**src/rtl/wall_tracker_if.sv**
```systemverilog
// Signal bundle between the wall tracker and its neighbours: generator coordinates,
// load/clear/scan controls, raster position and the tracker's status outputs.
interface wall_tracker_if;
    logic [10:0] wall_x;
    logic [10:0] wall_y;
    logic        load_req;
    logic        clear;
    logic        check;
    logic [10:0] head_x;
    logic [10:0] head_y;
    logic [10:0] pix_x;
    logic [10:0] pix_y;
    logic        wall_pixel;
    logic        busy;
    logic        load_ack;
    logic        load_err;
    logic        done;
    logic        hit;
    logic [3:0]  wall_count;
    logic        full;

    modport master (
        output wall_x, wall_y, load_req, clear, check, head_x, head_y, pix_x, pix_y,
        input  wall_pixel, busy, load_ack, load_err, done, hit, wall_count, full
    );

    modport slave (
        input  wall_x, wall_y, load_req, clear, check, head_x, head_y, pix_x, pix_y,
        output wall_pixel, busy, load_ack, load_err, done, hit, wall_count, full
    );
endinterface

```
**src/rtl/wall_tracker.sv**
```systemverilog
// Stores up to NUM_WALLS square walls from the wall generator; provides a registered
// per-pixel wall flag for the renderer and a fixed-length head collision scan.
module wall_tracker #(
    parameter int NUM_WALLS = 8,
    parameter int WALL_SIZE = 16,
    parameter int SCREEN_W  = 640,
    parameter int SCREEN_H  = 480
) (
    input logic           pixel_clk,
    input logic           reset,
    wall_tracker_if.slave bus
);
    localparam logic [1:0] S_IDLE = 2'd0;
    localparam logic [1:0] S_LOAD = 2'd1;
    localparam logic [1:0] S_SCAN = 2'd2;

    localparam logic [11:0] SIZE_M1  = 12'(WALL_SIZE - 1);
    localparam logic [11:0] MAX_X    = 12'(SCREEN_W - WALL_SIZE);
    localparam logic [11:0] MAX_Y    = 12'(SCREEN_H - WALL_SIZE);
    localparam logic [3:0]  LAST_IDX = 4'(NUM_WALLS - 1);
    localparam logic [3:0]  NUM_W4   = 4'(NUM_WALLS);

    logic [1:0]           state_q, state_d;
    logic [NUM_WALLS-1:0] valid_q, valid_d;
    logic [10:0]          x_q [NUM_WALLS];
    logic [10:0]          x_d [NUM_WALLS];
    logic [10:0]          y_q [NUM_WALLS];
    logic [10:0]          y_d [NUM_WALLS];
    logic [3:0]           count_q, count_d;
    logic [3:0]           idx_q, idx_d;
    logic [10:0]          head_x_q, head_x_d;
    logic [10:0]          head_y_q, head_y_d;
    logic                 hit_q, hit_d;
    logic                 done_q, done_d;
    logic                 ack_q, ack_d;
    logic                 err_q, err_d;
    logic                 wall_pixel_q, wall_pixel_d;
    logic                 full_w;
    logic                 scan_hit;

    // Widened to 12 bits so x+WALL_SIZE-1 cannot wrap near the 11-bit limit.
    function automatic logic in_wall(input logic [10:0] px, input logic [10:0] py,
                                     input logic [10:0] wx, input logic [10:0] wy);
        logic [11:0] px12, py12, wx12, wy12;
        px12 = {1'b0, px};
        py12 = {1'b0, py};
        wx12 = {1'b0, wx};
        wy12 = {1'b0, wy};
        return (px12 >= wx12) && (px12 <= wx12 + SIZE_M1) &&
               (py12 >= wy12) && (py12 <= wy12 + SIZE_M1);
    endfunction

    assign full_w = (count_q == NUM_W4);

    always_comb begin
        wall_pixel_d = 1'b0;
        for (int unsigned i = 0; i < NUM_WALLS; i++) begin
            if (valid_q[i] && in_wall(bus.pix_x, bus.pix_y, x_q[i], y_q[i]))
                wall_pixel_d = 1'b1;
        end
    end

    always_comb begin
        scan_hit = 1'b0;
        for (int unsigned i = 0; i < NUM_WALLS; i++) begin
            if (4'(i) == idx_q && valid_q[i] && in_wall(head_x_q, head_y_q, x_q[i], y_q[i]))
                scan_hit = 1'b1;
        end
    end

    always_comb begin
        state_d  = state_q;
        valid_d  = valid_q;
        x_d      = x_q;
        y_d      = y_q;
        count_d  = count_q;
        idx_d    = idx_q;
        head_x_d = head_x_q;
        head_y_d = head_y_q;
        hit_d    = hit_q;
        done_d   = 1'b0;
        ack_d    = 1'b0;
        err_d    = 1'b0;

        if (bus.clear) begin
            state_d = S_IDLE;
            valid_d = '0;
            count_d = '0;
            hit_d   = 1'b0;
        end else begin
            case (state_q)
                S_IDLE: begin
                    if (bus.check) begin
                        state_d  = S_SCAN;
                        head_x_d = bus.head_x;
                        head_y_d = bus.head_y;
                        idx_d    = '0;
                        hit_d    = 1'b0;
                    end else if (bus.load_req) begin
                        if (full_w) err_d   = 1'b1;
                        else        state_d = S_LOAD;
                    end
                end
                S_LOAD: begin
                    if (bus.wall_x != '0 && bus.wall_y != '0) begin
                        state_d = S_IDLE;
                        if ({1'b0, bus.wall_x} <= MAX_X && {1'b0, bus.wall_y} <= MAX_Y) begin
                            for (int unsigned i = 0; i < NUM_WALLS; i++) begin
                                if (4'(i) == count_q) begin
                                    valid_d[i] = 1'b1;
                                    x_d[i]     = bus.wall_x;
                                    y_d[i]     = bus.wall_y;
                                end
                            end
                            count_d = count_q + 4'd1;
                            ack_d   = 1'b1;
                        end else begin
                            err_d = 1'b1;
                        end
                    end
                end
                S_SCAN: begin
                    if (scan_hit) hit_d = 1'b1;
                    if (idx_q == LAST_IDX) begin
                        state_d = S_IDLE;
                        done_d  = 1'b1;
                    end else begin
                        idx_d = idx_q + 4'd1;
                    end
                end
                default: state_d = S_IDLE;
            endcase
        end
    end

    always_ff @(posedge pixel_clk) begin
        if (reset) begin
            state_q      <= S_IDLE;
            valid_q      <= '0;
            count_q      <= '0;
            idx_q        <= '0;
            head_x_q     <= '0;
            head_y_q     <= '0;
            hit_q        <= 1'b0;
            done_q       <= 1'b0;
            ack_q        <= 1'b0;
            err_q        <= 1'b0;
            wall_pixel_q <= 1'b0;
        end else begin
            state_q      <= state_d;
            valid_q      <= valid_d;
            count_q      <= count_d;
            idx_q        <= idx_d;
            head_x_q     <= head_x_d;
            head_y_q     <= head_y_d;
            hit_q        <= hit_d;
            done_q       <= done_d;
            ack_q        <= ack_d;
            err_q        <= err_d;
            wall_pixel_q <= wall_pixel_d;
        end
    end

    // Coordinates are qualified by valid_q, so they need no reset.
    always_ff @(posedge pixel_clk) begin
        x_q <= x_d;
        y_q <= y_d;
    end

    assign bus.wall_pixel = wall_pixel_q;
    assign bus.busy       = (state_q != S_IDLE);
    assign bus.load_ack   = ack_q;
    assign bus.load_err   = err_q;
    assign bus.done       = done_q;
    assign bus.hit        = hit_q;
    assign bus.wall_count = count_q;
    assign bus.full       = full_w;
endmodule

```
**src/flat_wrapper.sv**
```systemverilog
// flat-port wrapper written by rule: the top's interface ports become plain ports
module wall_tracker_flat 
#(
    parameter int NUM_WALLS = 8,
    parameter int WALL_SIZE = 16,
    parameter int SCREEN_W  = 640,
    parameter int SCREEN_H  = 480
)
  (pixel_clk, reset, bus_wall_x, bus_wall_y, bus_load_req, bus_clear, bus_check, bus_head_x, bus_head_y, bus_pix_x, bus_pix_y, bus_wall_pixel, bus_busy, bus_load_ack, bus_load_err, bus_done, bus_hit, bus_wall_count, bus_full);
  wall_tracker_if bus_i ();
  input logic pixel_clk;
  input logic reset;
  input wire logic [$bits(bus_i.wall_x)-1:0] bus_wall_x;
  input wire logic [$bits(bus_i.wall_y)-1:0] bus_wall_y;
  input wire logic [$bits(bus_i.load_req)-1:0] bus_load_req;
  input wire logic [$bits(bus_i.clear)-1:0] bus_clear;
  input wire logic [$bits(bus_i.check)-1:0] bus_check;
  input wire logic [$bits(bus_i.head_x)-1:0] bus_head_x;
  input wire logic [$bits(bus_i.head_y)-1:0] bus_head_y;
  input wire logic [$bits(bus_i.pix_x)-1:0] bus_pix_x;
  input wire logic [$bits(bus_i.pix_y)-1:0] bus_pix_y;
  output wire logic [$bits(bus_i.wall_pixel)-1:0] bus_wall_pixel;
  output wire logic [$bits(bus_i.busy)-1:0] bus_busy;
  output wire logic [$bits(bus_i.load_ack)-1:0] bus_load_ack;
  output wire logic [$bits(bus_i.load_err)-1:0] bus_load_err;
  output wire logic [$bits(bus_i.done)-1:0] bus_done;
  output wire logic [$bits(bus_i.hit)-1:0] bus_hit;
  output wire logic [$bits(bus_i.wall_count)-1:0] bus_wall_count;
  output wire logic [$bits(bus_i.full)-1:0] bus_full;
  assign bus_i.wall_x = bus_wall_x;
  assign bus_i.wall_y = bus_wall_y;
  assign bus_i.load_req = bus_load_req;
  assign bus_i.clear = bus_clear;
  assign bus_i.check = bus_check;
  assign bus_i.head_x = bus_head_x;
  assign bus_i.head_y = bus_head_y;
  assign bus_i.pix_x = bus_pix_x;
  assign bus_i.pix_y = bus_pix_y;
  assign bus_wall_pixel = bus_i.wall_pixel;
  assign bus_busy = bus_i.busy;
  assign bus_load_ack = bus_i.load_ack;
  assign bus_load_err = bus_i.load_err;
  assign bus_done = bus_i.done;
  assign bus_hit = bus_i.hit;
  assign bus_wall_count = bus_i.wall_count;
  assign bus_full = bus_i.full;
  wall_tracker #(.NUM_WALLS(NUM_WALLS), .WALL_SIZE(WALL_SIZE), .SCREEN_W(SCREEN_W), .SCREEN_H(SCREEN_H)) u_core (.pixel_clk(pixel_clk), .reset(reset), .bus(bus_i));
endmodule
```
**config.mk**
```make
export PLATFORM = sky130hd
export DESIGN_NAME = wall_tracker_flat
export DESIGN_NICKNAME = d
export VERILOG_FILES = /design/src/rtl/wall_tracker_if.sv /design/src/rtl/wall_tracker.sv /design/src/flat_wrapper.sv
export SDC_FILE = /design/constraint.sdc
export NUM_CORES = 1
export LEC_CHECK = 0
export CORE_AREA = 3 3 230 232
export CTS_CLUSTER_SIZE = 24
export DETAILED_ROUTE_END_ITERATION = 7
export DIE_AREA = 0 0 233 235
export DONT_BUFFER_PORTS = 1
export GPL_TIMING_DRIVEN = 0
export HOLD_SLACK_MARGIN = 0.02
export PLACE_DENSITY = 0.75
export SLEW_MARGIN = 20
export SYNTH_ARGS = -nofsm -noshare
export SYNTH_HDL_FRONTEND = slang
export SYNTH_SLANG_ARGS = --single-unit
```
**constraint.sdc**
```tcl
create_clock -name pixel_clk -period 2.87 [get_ports pixel_clk]
set_input_delay 0.287 -clock pixel_clk [delete_from_list [all_inputs] [get_ports pixel_clk]]
set_output_delay 0.287 -clock pixel_clk [all_outputs]
set_load 0.02 [all_outputs]
```
==> Yosys cells after proc, flatten, opt, wreduce, memory -nomap -nowiden <==
Index checks and enable logic that the tools add are counted.
{ "op_classes": {"n_lt_le_gt_ge": 66, "n_mux": 36, "reduce_logical": 105, "bitwise_logic": 4, "n_addsub": 18, "n_eq_ne": 25} }
{ "op_table": {"columns": ["op", "count"], "rows": [
  ["$le 11x12->1", 32],
  ["$ge 11x11->1", 32],
  ["$add 11x4->12 const B", 16],
  ["$logic_and 1x1->1", 74],
  ["$reduce_and 4->1", 10],
  ["$reduce_and 5->1", 8],
  ["$eq 3x4->1 const A", 8],
  ["$mux 1", 25],
  ["$reduce_bool 11->1", 2],
  ["$eq 2x4->1 const A", 4],
  ["$le 11x10->1 const B", 1],
  ["$le 11x9->1 const B", 1],
  ["$mux 2", 5],
  ["$reduce_and 3->1", 3],
  ["$add 4x1->4 const B", 2],
  ["$eq 1x4->1 const A", 2],
  ["$logic_not 4->1", 2],
  ["$mux 4", 2],
  ["$pmux 4 s2", 1],
  ["$ne 2x1->1 const B", 3],
  ["$ne 3x3->1 const B", 2],
  ["$pmux 2 s3", 1],
  ["$eq 4x3->1 const B", 1],
  ["$eq 4x4->1 const B", 1],
  ["10 further kinds", 16]
]} }
{ "totals": {"word_cells": 288, "output_inout_bits": 11, "register_bits": 221, "in_bits": 71} }

==> Logic depth before layout (Yosys ltp) <==
Gate-level depths: netlist (run 1).
{ "depth": {"word_depth": 16, "depth_mapped": 16, "depth_no_buf": 16} }

==> Worst setup path after synthesis (run 1) <==
No wires, ideal clock.
{ "synth_timing": {"path_type": "register -> register", "from": "register u_core.y_q[22] (netlist bit)", "to": "register u_core.hit_q, in the netlist u_core.bus.hit", "required_ns": 2.736, "t_arrival_ns": 3.021, "path_buffers": 0, "slack_ns": -0.286, "period_less_slack_ns": 3.156, "setup_ns": 0.134, "stages_incl_launch_ff": 16, "cell_sequence": "edfxtp_1 -> inv_1 -> ha_1 -> nand3_1 -> nand3_1 -> nor3_1 -> xnor2_1 -> ha_1 -> nand3_1 -> o21ai_0 -> a21oi_1 -> a2111oi_0 -> a31oi_1 -> a311oi_1 -> a31oi_1 -> or4b_1"} }
{ "synth_between": {"elab_chain_len": 9, "word_cells_on_any_way": 11, "classes_between": "1 x add/sub; 2 x order compare; 1 x eq/ne; 3 x mux; 4 x reduce/logical"} }
{ "synth_rtl": {"columns": ["element", "line", "text"], "rows": [
  ["start: declaration", "wall_tracker.sv:27", "logic [10:0] y_q [NUM_WALLS];"],
  ["start signal: assignment", "wall_tracker.sv:167", "y_q <= y_d;"],
  ["$add 11x4->12 or $ge 11x11->1 (tied branches)", "wall_tracker.sv:50", "(py12 >= wy12) && (py12 <= wy12 + SIZE_M1);"],
  ["$le 11x12->1 or $logic_and 1x1->1 (tied branches)", "wall_tracker.sv:50, wall_tracker.sv:49", null],
  ["$logic_and 1x1->1 *", "wall_tracker.sv:50", null],
  ["$logic_and 1x1->1 *", "wall_tracker.sv:66", "if (4'(i) == idx_q && valid_q[i] && in_wall(head_x_q, head_y_q, x_q[i], y_q[i]))"],
  ["$mux 1 * (3 in series)", "wall_tracker.sv:66", null],
  ["$ne 2x1->1 (no line) *", null, null],
  ["$reduce_and 3->1 (no line) *", null, null],
  ["end signal: assignment", "wall_tracker.sv:156", "hit_q <= hit_d;"],
  ["end: declaration", "wall_tracker.sv:33", "logic hit_q, hit_d;"]
]} }
Every way passes the cells marked *; elsewhere a longest branch is shown, timed or not.
A chain may end at the register's enable or synchronous reset.

==> Final worst setup path (run 1) <==
{ "layout_timing": {"from": "register u_core.y_q[0] (netlist bit)", "to": "register u_core.wall_pixel_q, in the netlist u_core.bus.wall_pixel"} }
{ "layout_between": {"elab_chain_len": 5, "word_cells_on_any_way": 7, "classes_between": "1 x add/sub; 2 x order compare; 1 x mux; 3 x reduce/logical"} }
{ "layout_rtl": {"columns": ["element", "line", "text"], "rows": [
  ["$add 11x4->12 or $ge 11x11->1 (tied branches)", "wall_tracker.sv:50", null],
  ["$le 11x12->1 or $logic_and 1x1->1 (tied branches)", "wall_tracker.sv:50, wall_tracker.sv:49", null],
  ["$logic_and 1x1->1 *", "wall_tracker.sv:50", null],
  ["$logic_and 1x1->1 *", "wall_tracker.sv:58", "if (valid_q[i] && in_wall(bus.pix_x, bus.pix_y, x_q[i], y_q[i]))"],
  ["$mux 1 *", "wall_tracker.sv:58", null],
  ["end signal: assignment", "wall_tracker.sv:160", "wall_pixel_q <= wall_pixel_d;"],
  ["end: declaration", "wall_tracker.sv:37", "logic wall_pixel_q, wall_pixel_d;"]
]} }
Marked as above.

==> results of run 1 <==
worst max path at each step:
stage | startpoint | endpoint | slack, ns
floorplan | u_core.y_q[22]$_DFFE_PP_ | u_core.bus.hit$_SDFFE_PP0P_ | -0.1
global placement | u_core.x_q[46]$_DFFE_PP_ | u_core.bus.hit$_SDFFE_PP0P_ | -1.19
detailed placement | u_core.x_q[46]$_DFFE_PP_ | u_core.bus.hit$_SDFFE_PP0P_ | -1.22
CTS | u_core.y_q[1]$_DFFE_PP_ | u_core.bus.wall_pixel$_SDFF_PP0_ | -0.67
global route | u_core.y_q[56]$_DFFE_PP_ | u_core.bus.hit$_SDFFE_PP0P_ | -0.86
finish | u_core.y_q[0]$_DFFE_PP_ | u_core.bus.wall_pixel$_SDFF_PP0_ | -0.76
metal layers:
layer,up-vias,share of wire [%],track usage (%)
met5,-,0.054,0
met4,8,6.5,16.78
met3,351,9.8,6.996
met2,1112,44,49.98
met1,11117,40,38.43
li1,10633,-,-
report_power, final:
group	switching, mW	leakage (nW)	internal (mW)
clock	1.52	0.471	2.07
combinational	0.710	10.3	0.538
sequential	0.140	1.96	3.47
total	2.37	12.7	6.08
layout make-up:
class                      count  area [um2]
tap                          680       850.8
sequential                   221        6213
clock inverter                13       76.32
antenna                        8       20.02
multi-input combinational   2292       19370
inverter                     205       773.2
clock buffer                  41       853.3
buffer                        17       65.06
timing repair buffer          75       765.7
fill                        4322       22210
repair_timing:
item                                   4_1_cts  5_1_grt
hold buffers                                51        0
endpoints found under the hold margin      203        0
setup buffers                                6       18
setup endpoints to repair                    2      178
resized for setup                           71       76
cloned                                       0        8
pin swaps                                   19       41
worst max-delay path: cells and delay by family (launching register included):
kind,cells,cell delay (ns)
simple gates,5,1.45
compound gates,5,1.16
flops,1,0.38
fa+ha+maj,1,0.25
buf+inv,1,0.15
xor+xnor,1,0.15
through the flow:
step	instances	TNS (ns)	hold slack (ns)	area, um2
finish	3552	-1.492	0.04728	28990
floorplan	2727	-0.09867	0.3859	25560
global placement	3407	-93.00	0.3870	26410
detailed placement	3407	-48.80	0.3869	26460
CTS	3518	-7.978	0.02396	28300
global route	3546	-1.687	0.06199	28970
sequential cells by signal, summed over array words and instances (netlist names):
name,cells
u_core.bus.wall_count,4
u_core.x_q,88
u_core.y_q,88
u_core.bus.load_err,1
u_core.state_q,2
u_core.valid_q,8
u_core.bus.wall_pixel,1
u_core.bus.done,1
u_core.head_y_q,11
u_core.bus.load_ack,1
u_core.bus.hit,1
u_core.head_x_q,11
u_core.idx_q,4
logic make-up after synthesis:
logic type | after synthesis | share of synthesized area [%]
buffers and inverters | 222 | 3.281
muxes | 3 | 0.1232
AOI/OAI and AO/OA | 640 | 16.19
and+or+nand+nor | 767 | 15.27
DFF | 221 | 24.36
xor gates and xnor gates | 156 | 5.454
adders and majority gates | 718 | 35.32
cells in the final DEF, fill, tap and decap left out, types with 42 or more instances in the layout:
cell type      count
xnor2_1          133
a21o_1            46
nand4_1           81
nor2b_1           46
nor3_1            54
dlygate4sd3_1     51
nand3_1           89
ha_1             705
o211ai_1          42
o21ai_0          128
edfxtp_1         176
nor2_1           124
a21oi_1          187
nand2_1          179
inv_1            199
==> results.md, run 1 <==
* Highest Clock Rate at 0.2755 GHz
* Area growth from synthesis to layout at 14.15%
* DIE AREA at about 55000 um2
* WS Path Type: reg -> reg
* Post-Syn Nets at roughly 3500
* Total number of vias at roughly 23000
* Leakage at 12.73 nW
* Fin crit share at 126.5%
* Max incr delay on CP at between 0.5 and 0.6 ns
* Gp weighted congestion at a little under 1
* Synth area leaders: ha_1 35%, edfxtp_1 21%, xnor2_1 5.2%
* Clock Path Buffers at 3
* PortBufs at 0
* Synth Flop Type: edfxtp_1
* PwrDens at roughly 290 nW/um2
* Critical Path End Type: flip-flop
* Drt drc at 0
* Gr usage total at 31.04%
* GRT overflow at 0
* Vias per inst at 6.537
* Max_cap viols at 0
* Status: finished with violations
* Worst Path Required at about 3.4 ns
* Clock Latency Late Sink at 0.60 ns
* Root buf cell: clkbuf_16
* Yosys cell types at 71
* Top Ports at 82
* Setup Skew at 0.02321 ns
* 1st-pass router iterations at 5
* R2r endpoint: u_core.bus.wall_pixel$_SDFF_PP0_
* Slew Limit Fails at 0
* Initial Util at approximately 50%
* DRT Wirelength at around 90000 um
* Antenna-violating nets left at 0
* Count leader, synth: ha_1
* Synthesized netlist cell count at 2727
* Cell Area, Synth at 25390 um2
* FF+latch count, synth at 221
* Crit path cell chain: buf_4 > or4_4 > and3_4 > nand2_4 > xnor2_4 > ha_4 > a2111oi_4 > a21oi_1 > o211ai_1 > and4_4 > a31oi_4 > nor4bb_4 > a41oi_2
* Hold endpoint: u_core.idx_q[2]$_SDFFE_PP0P_
* Vias in the first global route at 23022
* RSZ-0062 raised after global routing: true
* FFs w/ async S/R, synth at 0%
* WL/cell at approximately 25 um
* Commonest cells post-synth: 712 x ha_1, 205 x inv_1, 192 x a21oi_1
* Clk slew on worst S/H paths at 0.06 ns
* CTS Buf Count at 29
* Area leader, netlist: ha_1
* Setup Viol. Count Final at 2
* Pre-CTS setup slack at -1.221 ns
* Rows at between 80 and 90
* Die H at 235 um
* Final core utilization at 56.62%
* Largest net degree at the start of global routing at 23
* # nets final at 3624
* Core footprint at 51200 um2
* Dpl hpwl at 60770 um
* Worst path slowest cell: or4_4
* Sequential area share after synthesis at around 24%
* Synth warn at 0
* Hold path cells at 4
* Hold Path Origin: bus_clear
* Data arrival time of the worst path at 4.11 ns
* Failing checks: setup timing
* Worst-margin pin slew at 1.116 ns
* Post-synth top area share at 35.08%
* CTS tree: yes
* First-pass GRT wire length at 131100 um
* H-tree levels at 1
* Min-Delay Path Class: in -> reg
* TritonCTS Sinks at 221
* Reg2reg setup slack at -0.76 ns
* Initial antenna violation count at 9
* Share of layout cells above drive strength 1 at 8.380%
* Max_slew headroom at around 26%
* Final Hold Viols at 0
* Critical path fanouts, max at 3
* Worst IR Drop VDD at 0.4417 mV
* Post-synth EDFFs at between 150 and 200
* Clock period minus worst slack at 3.630 ns
* Die span in x at approximately 230 um
* R2r worst-path depth at 13
* Final setup margin at -0.7596 ns
* Crit start category: flip-flop
* Drt first-iter violations at 2076
* Reg2reg start: u_core.y_q[0]$_DFFE_PP_
* Avg Cell Area, Syn at 9.312 um2
* Final Power at 8.445 mW
No activity file was read; power rests on OpenSTA's default activity.
==> run 2: changes to the inputs <==
BUFFER_PORTS_ARGS = -buffer_cell sky130_fd_sc_hd__buf_2   (was default)
DONT_BUFFER_PORTS = default   (was 1)
PLACE_DENSITY = 0.74   (was 0.75)
clock period = 4.6 ns   (was 2.87 ns; I/O delays follow)
==> results.md, run 2 (synthesis gave the netlist of run 1 again) <==
* Reg power frac at 41.1%
* Status: finished, final reports clean
* Area of the multi-input gates at roughly 18000 um2
* Crit start category: flip-flop
* CTS Buf Count at 29
* Clock period minus worst slack at 4.360 ns
* Most common cell after layout, fill and taps aside: ha_1
* Area growth from synthesis to layout at 9.292%
* RSZ-0062 raised after global routing: false
* Setup Skew at between 0.01 and 0.015 ns
* Worst-margin pin slew at 1.240 ns
* Worst Hold Slack at between 0.1 and 0.15 ns
* Clock power frac at between 40% and 50%
* Vias per inst at between 6 and 7
* H-tree levels at 1
* Leakage at between 10 and 15 nW
* DIE AREA at about 55000 um2
* Sw Share at 29.20%
* Reg area at just over 6000 um2
* Dpl hpwl at just over 60000 um
* Dpl cells at 3490
* CTS tree: yes
* Root buf cell: clkbuf_16
* Finished Layout Cells at 3543
* Antenna-violating nets left at 0
* Clock Latency Late Sink at 0.58 ns
* First-pass GRT wire length at 125800 um
* Most frequent cells in the layout: 712 x ha_1, 205 x inv_1, 192 x a21oi_1
* Total number of vias at 22613
* PwrDens at 197.3 nW/um2
* Pint at 3.877 mW
* Rows at 83
* Worst Path Required at 5.08 ns
* Drt drc at 0
* Max_slew headroom at 17.19%
* GRT overflow at 0
* Combinational power share at 15.3%
* Max_cap viols at 0
* Clk slew on worst S/H paths at 0.06 ns
* Die H at 235 um
* 1st-pass router iterations at 6
* Gp weighted congestion at slightly above 0.9
* Final TNS setup at 0 ns
* Slew Limit Fails at 0
* # nets final at 3624
* Gr usage total at ~30%
* DRT Wirelength at between 80000 and 90000 um
* Die span in x at 233 um
* TritonCTS Sinks at approximately 220
* Top Ports at just over 80
* WS Path Type: reg -> reg
* Net Switching at 1.599 mW
* Largest net degree at the start of global routing at 23
* Drt first-iter violations at 1907
* Min-Delay Path Class: in -> reg
* Ant diodes at 0
* # fillers at 4481
* Core footprint at 51200 um2
* Clock Path Buffers at 3
* Vias in the first global route at between 20000 and 25000
* DP Area at 26750 um2
* Data arrival time of the worst path at between 4 and 5 ns
* Highest Clock Rate at 0.2294 GHz
* Final Hold Viols at 0
* Leading registers by flop count: u_core.x_q (88), u_core.y_q (88)
* Initial antenna violation count at 3
* Post-route design area at between 20000 and 30000 um2
* Setup Viol. Count Final at 0
* PortBufs at ~80
* Worst IR Drop VDD at 0.2943 mV
* Initial Util at roughly half
* Share of layout cells above drive strength 1 at 6.043%
* Fin crit share at between 90% and 100%
* Critical path fanouts, max at 5
* Post-CTS Setup Inserts at 0
* Critical Path End Type: flip-flop
* WL/cell at 23.36 um
run 2: changes by cell type in the layout (fill, tap and decap cells not counted), sizes merged, moves of 8 or more:
| cell | delta |
|---|---|
| buf | +59 |
| dlygate4sd3 | -51 |
| clkbuf | -9 |
| diode | -8 |
| nor2 | -8 |
run 2: stage by stage:
stage	total power [mW]	setup slack, ns	utilization (%)
3_3_place_gp	3.060	-0.1900	52.05
2_1_floorplan	2.716	1.444	-
6_report	5.477	0.2404	54.21
3_5_place_dp	3.105	0.1469	52.25
5_1_grt	5.676	0.06992	54.21
4_1_cts	5.489	0.1190	54.19
run 2: repair_timing:
item	CTS	global route
setup endpoints to repair	0	1
hold buffers	0	0
resized for setup	0	2
run 2: layout make-up:
cell class | count | share of cell area [%]
clock inverters | 21 | 0.9061
plain buffers | 17 | 0.2299
inverters | 205 | 2.773
multi-input cells | 2284 | 66.43
repair buffers | 83 | 1.587
clock buffers | 32 | 2.655
flip-flops and latches | 221 | 22.35
well taps | 680 | 3.066
run 2: power by group through the flow:
stage | Clock [mW] | Combinational (mW) | Sequential (mW)
after floorplan | 0 | 0.476 | 2.24
after global placement | 0 | 0.773 | 2.29
after detailed placement | 0 | 0.816 | 2.29
after CTS | 2.42 | 0.822 | 2.25
after global routing | 2.50 | 0.934 | 2.25
final | 2.39 | 0.836 | 2.25
run 2: per-layer routing:
layer	global-route usage, %	up-vias	share of wire (%)
met3	5.880	273	8.7
met2	49.73	986	46
met4	13.21	2	5.3
met1	36.29	10747	40
met5	0	-	0.016
li1	-	10605	-
run 2: final timing paths:
| path | startpoint | endpoint | slack [ns] | cells after the start |
|---|---|---|---|---|
| worst max-delay path | u_core.x_q[44]$_DFFE_PP_ | u_core.bus.wall_pixel$_SDFF_PP0_ | 0.24 | 13 |
| worst min-delay path | bus_head_y[6] | u_core.head_y_q[6]$_SDFFE_PP0P_ | 0.12 | 3 |
| worst max register to register | u_core.x_q[44]$_DFFE_PP_ | u_core.bus.wall_pixel$_SDFF_PP0_ | 0.24 | 13 |
| worst min register to register | u_core.head_x_q[0]$_SDFFE_PP0P_ | u_core.head_x_q[0]$_SDFFE_PP0P_ | 0.46 | 2 |
run 2: critical path, cell delays in order, from the launching register on:
cell       delay [ns]
edfxtp_1         0.45
or4_1            0.59
and3_1           0.24
nand2_1          0.08
xnor2_1          0.17
ha_1             0.32
a2111oi_0        0.50
o221a_2          0.28
o21ai_0          0.07
o2111ai_1        0.18
nand2_1          0.08
a2111oi_0        0.72
nor4bb_1         0.26
a41oi_1          0.31
==> run 3: changes to the inputs <==
--- a/config.mk
+++ b/config.mk
@@ -8,9 +8,9 @@
 export BUFFER_PORTS_ARGS = -buffer_cell sky130_fd_sc_hd__buf_2
-export CORE_AREA = 3 3 230 232
+export CORE_AREA = 3 3 210 212
 export CTS_CLUSTER_SIZE = 24
 export DETAILED_ROUTE_END_ITERATION = 7
-export DIE_AREA = 0 0 233 235
+export DIE_AREA = 0 0 213 215
 export GPL_TIMING_DRIVEN = 0
 export HOLD_SLACK_MARGIN = 0.02
-export PLACE_DENSITY = 0.74
+export PLACE_DENSITY = 0.85
 export SLEW_MARGIN = 20
--- a/constraint.sdc
+++ b/constraint.sdc
@@ -3,2 +3,2 @@
 set_output_delay 0.46 -clock pixel_clk [all_outputs]
-set_load 0.02 [all_outputs]
+set_load 0.005 [all_outputs]
==> results.md, run 3 (synthesis gave the netlist of run 1 again) <==
* Leading registers by flop count: u_core.x_q (88), u_core.y_q (88)
* H-tree levels at 1
* Clock Path Buffers at 3
* CTS Buf Count at 26
* Most frequent cells in the layout: 712 x ha_1, 205 x inv_1, 192 x a21oi_1
* Antenna-violating nets left at 0
* Worst path slowest cell: or4_1
* TritonCTS Sinks at approximately 220
* Max_slew headroom at 18.14%
* Area growth from synthesis to layout at 7.942%
* Min-Delay Path Class: in -> reg
* Core footprint at 42130 um2
* Dpl hpwl at slightly below 60000 um
* Setup Skew at 0.01783 ns
* Root buf cell: clkbuf_16
* Gp weighted congestion at around 1.0
* WS Path Type: reg -> reg
* DP Area at 26550 um2
* Clock Latency Late Sink at roughly 0.58 ns
* Crit path top cell by count: nand2_1
* Clock period minus worst slack at 4.287 ns
* Worst-margin pin slew at 1.226 ns
* RSZ-0062 raised after global routing: false
* First-pass GRT wire length at ~130000 um
* PortBufs at 81
* Status: finished, final reports clean
* Hold Path Origin: bus_head_y[8]
* Largest net degree at the start of global routing at 23
* Final TNS setup at 0 ns
* # nets final at approximately 3600
* Worst IR Drop VDD at 0.3254 mV
* Slew Limit Fails at 0
* Fin crit share at 93.20%
* Reg2reg setup slack at 0.31 ns
* Die span in x at 213 um
* CTS tree: yes
* Post-route design area at 27410 um2
* Leakage at around 12 nW
* DIE AREA at 45800 um2
* Initial Util at roughly 60%
* Max_cap viols at 0
* R2r endpoint: u_core.bus.wall_pixel$_SDFF_PP0_
* Initial antenna violation count at 1
* 1st-pass router iterations at 6
* Finished Layout Cells at 3396
* Worst path bufs/invs at 0
* Worst Path Required at approximately 5 ns
* GRT overflow at 0
* PwrDens at approximately 190 nW/um2
* Vias per inst at 6.801
* Crit start category: flip-flop
* Rows at 75
* Critical path fanouts, max at 5
* Final Hold Viols at 0
* Vias in the first global route at 23148
* Post-CTS Setup Inserts at 0
* Data arrival time of the worst path at between 4 and 5 ns
* Drt first-iter violations at 2095
* CP delay by family, top: compound AO/OA/AOI/OAI gates
* Highest Clock Rate at 0.2333 GHz
* Max incr delay on CP at 0.58 ns
* Reg2reg start: u_core.x_q[44]$_DFFE_PP_
* Crit path cell chain: or4_1 > and3_1 > nand2_1 > xnor2_1 > ha_1 > a2111oi_0 > o221a_2 > o21ai_0 > o2111ai_1 > nand2_1 > a2111oi_2 > nor4bb_1 > a41oi_1
* R2r worst-path depth at 13
* Hold endpoint: u_core.head_y_q[8]$_SDFFE_PP0P_
* Die H at 215 um
* WL/cell at 24.36 um
* Gr usage total at 35.33%
* Hold path cells at 3
* Dpl cells at 3347
* DRT Wirelength at 82720 um
* Most common cell after layout, fill and taps aside: ha_1
* Critical Path End Type: flip-flop
* Share of layout cells above drive strength 1 at 5.847%
* Clk slew on worst S/H paths at roughly 0.07 ns
* Total number of vias at 23095
* Setup Viol. Count Final at 0
* Top Ports at 82
* Drt drc at 0
-- run 3: worst max-delay path by stage --
stage	from	to	slack (ns)	cells after the start
after CTS	u_core.x_q[44]$_DFFE_PP_	u_core.bus.wall_pixel$_SDFF_PP0_	0.19	13
after floorplan	u_core.y_q[22]$_DFFE_PP_	u_core.bus.hit$_SDFFE_PP0P_	1.44	15
after detailed placement	u_core.x_q[44]$_DFFE_PP_	u_core.bus.wall_pixel$_SDFF_PP0_	0.25	13
after global placement	bus_wall_x[1]	u_core.y_q[57]$_DFFE_PP_	0.18	9
final	u_core.x_q[44]$_DFFE_PP_	u_core.bus.wall_pixel$_SDFF_PP0_	0.31	13
after global routing	u_core.x_q[44]$_DFFE_PP_	u_core.bus.hit$_SDFFE_PP0P_	0.13	15
-- run 3: worst register-to-register path: stages, from the launching register on --
cell and delay (ns):
edfxtp_1 0.46, or4_1 0.58, and3_1 0.24, nand2_1 0.08
xnor2_1 0.18, ha_1 0.33, a2111oi_0 0.49, o221a_2 0.28
o21ai_0 0.07, o2111ai_1 0.26, nand2_1 0.13, a2111oi_2 0.44
nor4bb_1 0.16, a41oi_1 0.44
-- run 3: final cells by class --
type	instances	area, um2
Timing Repair Buffer	81	405.4
Tap cell	539	674.4
Multi-Input combinational cell	2284	18450
Sequential cell	221	6205
Antenna cell	1	2.502
Fill cell	3268	14720
Clock buffer	34	732.0
Inverter	205	769.5
Clock inverter	14	110.1
Buffer	17	63.81
-- run 3: routing by layer --
metal	track usage (%)	vias to the layer above	part of all wire [%]
met3	7.598	443	11
met4	23.66	0	8.3
met1	43.05	10724	38
li1	-	10589	-
met2	55.91	1339	43
met5	0	-	0
-- run 3: power by group --
group	internal, mW	switching (mW)	total (mW)	leakage, nW
sequential	2.16	0.0868	2.25	1.95
combinational	0.315	0.528	0.843	10.1
clock	1.14	0.931	2.07	0.412
-- run 3: what timing repair did --
item	in CTS	in global routing
setup endpoints to repair	0	2
hold buffers	0	0
gates resized for setup	0	3
-- run 3: through the flow --
step / util [%] / hold WS, ns / setup slack (ns) / power (mW)
3_5_place_dp: 63.01 / 0.4673 / 0.2526 / 3.097
6_report: 65.06 / 0.1131 / 0.3128 / 5.163
3_3_place_gp: 62.83 / 0.4433 / 0.1828 / 3.043
5_1_grt: 65.06 / 0.1054 / 0.1328 / 5.340
4_1_cts: 65.01 / 0.09474 / 0.1891 / 5.142
2_1_floorplan: - / 0.4363 / 1.444 / 2.715
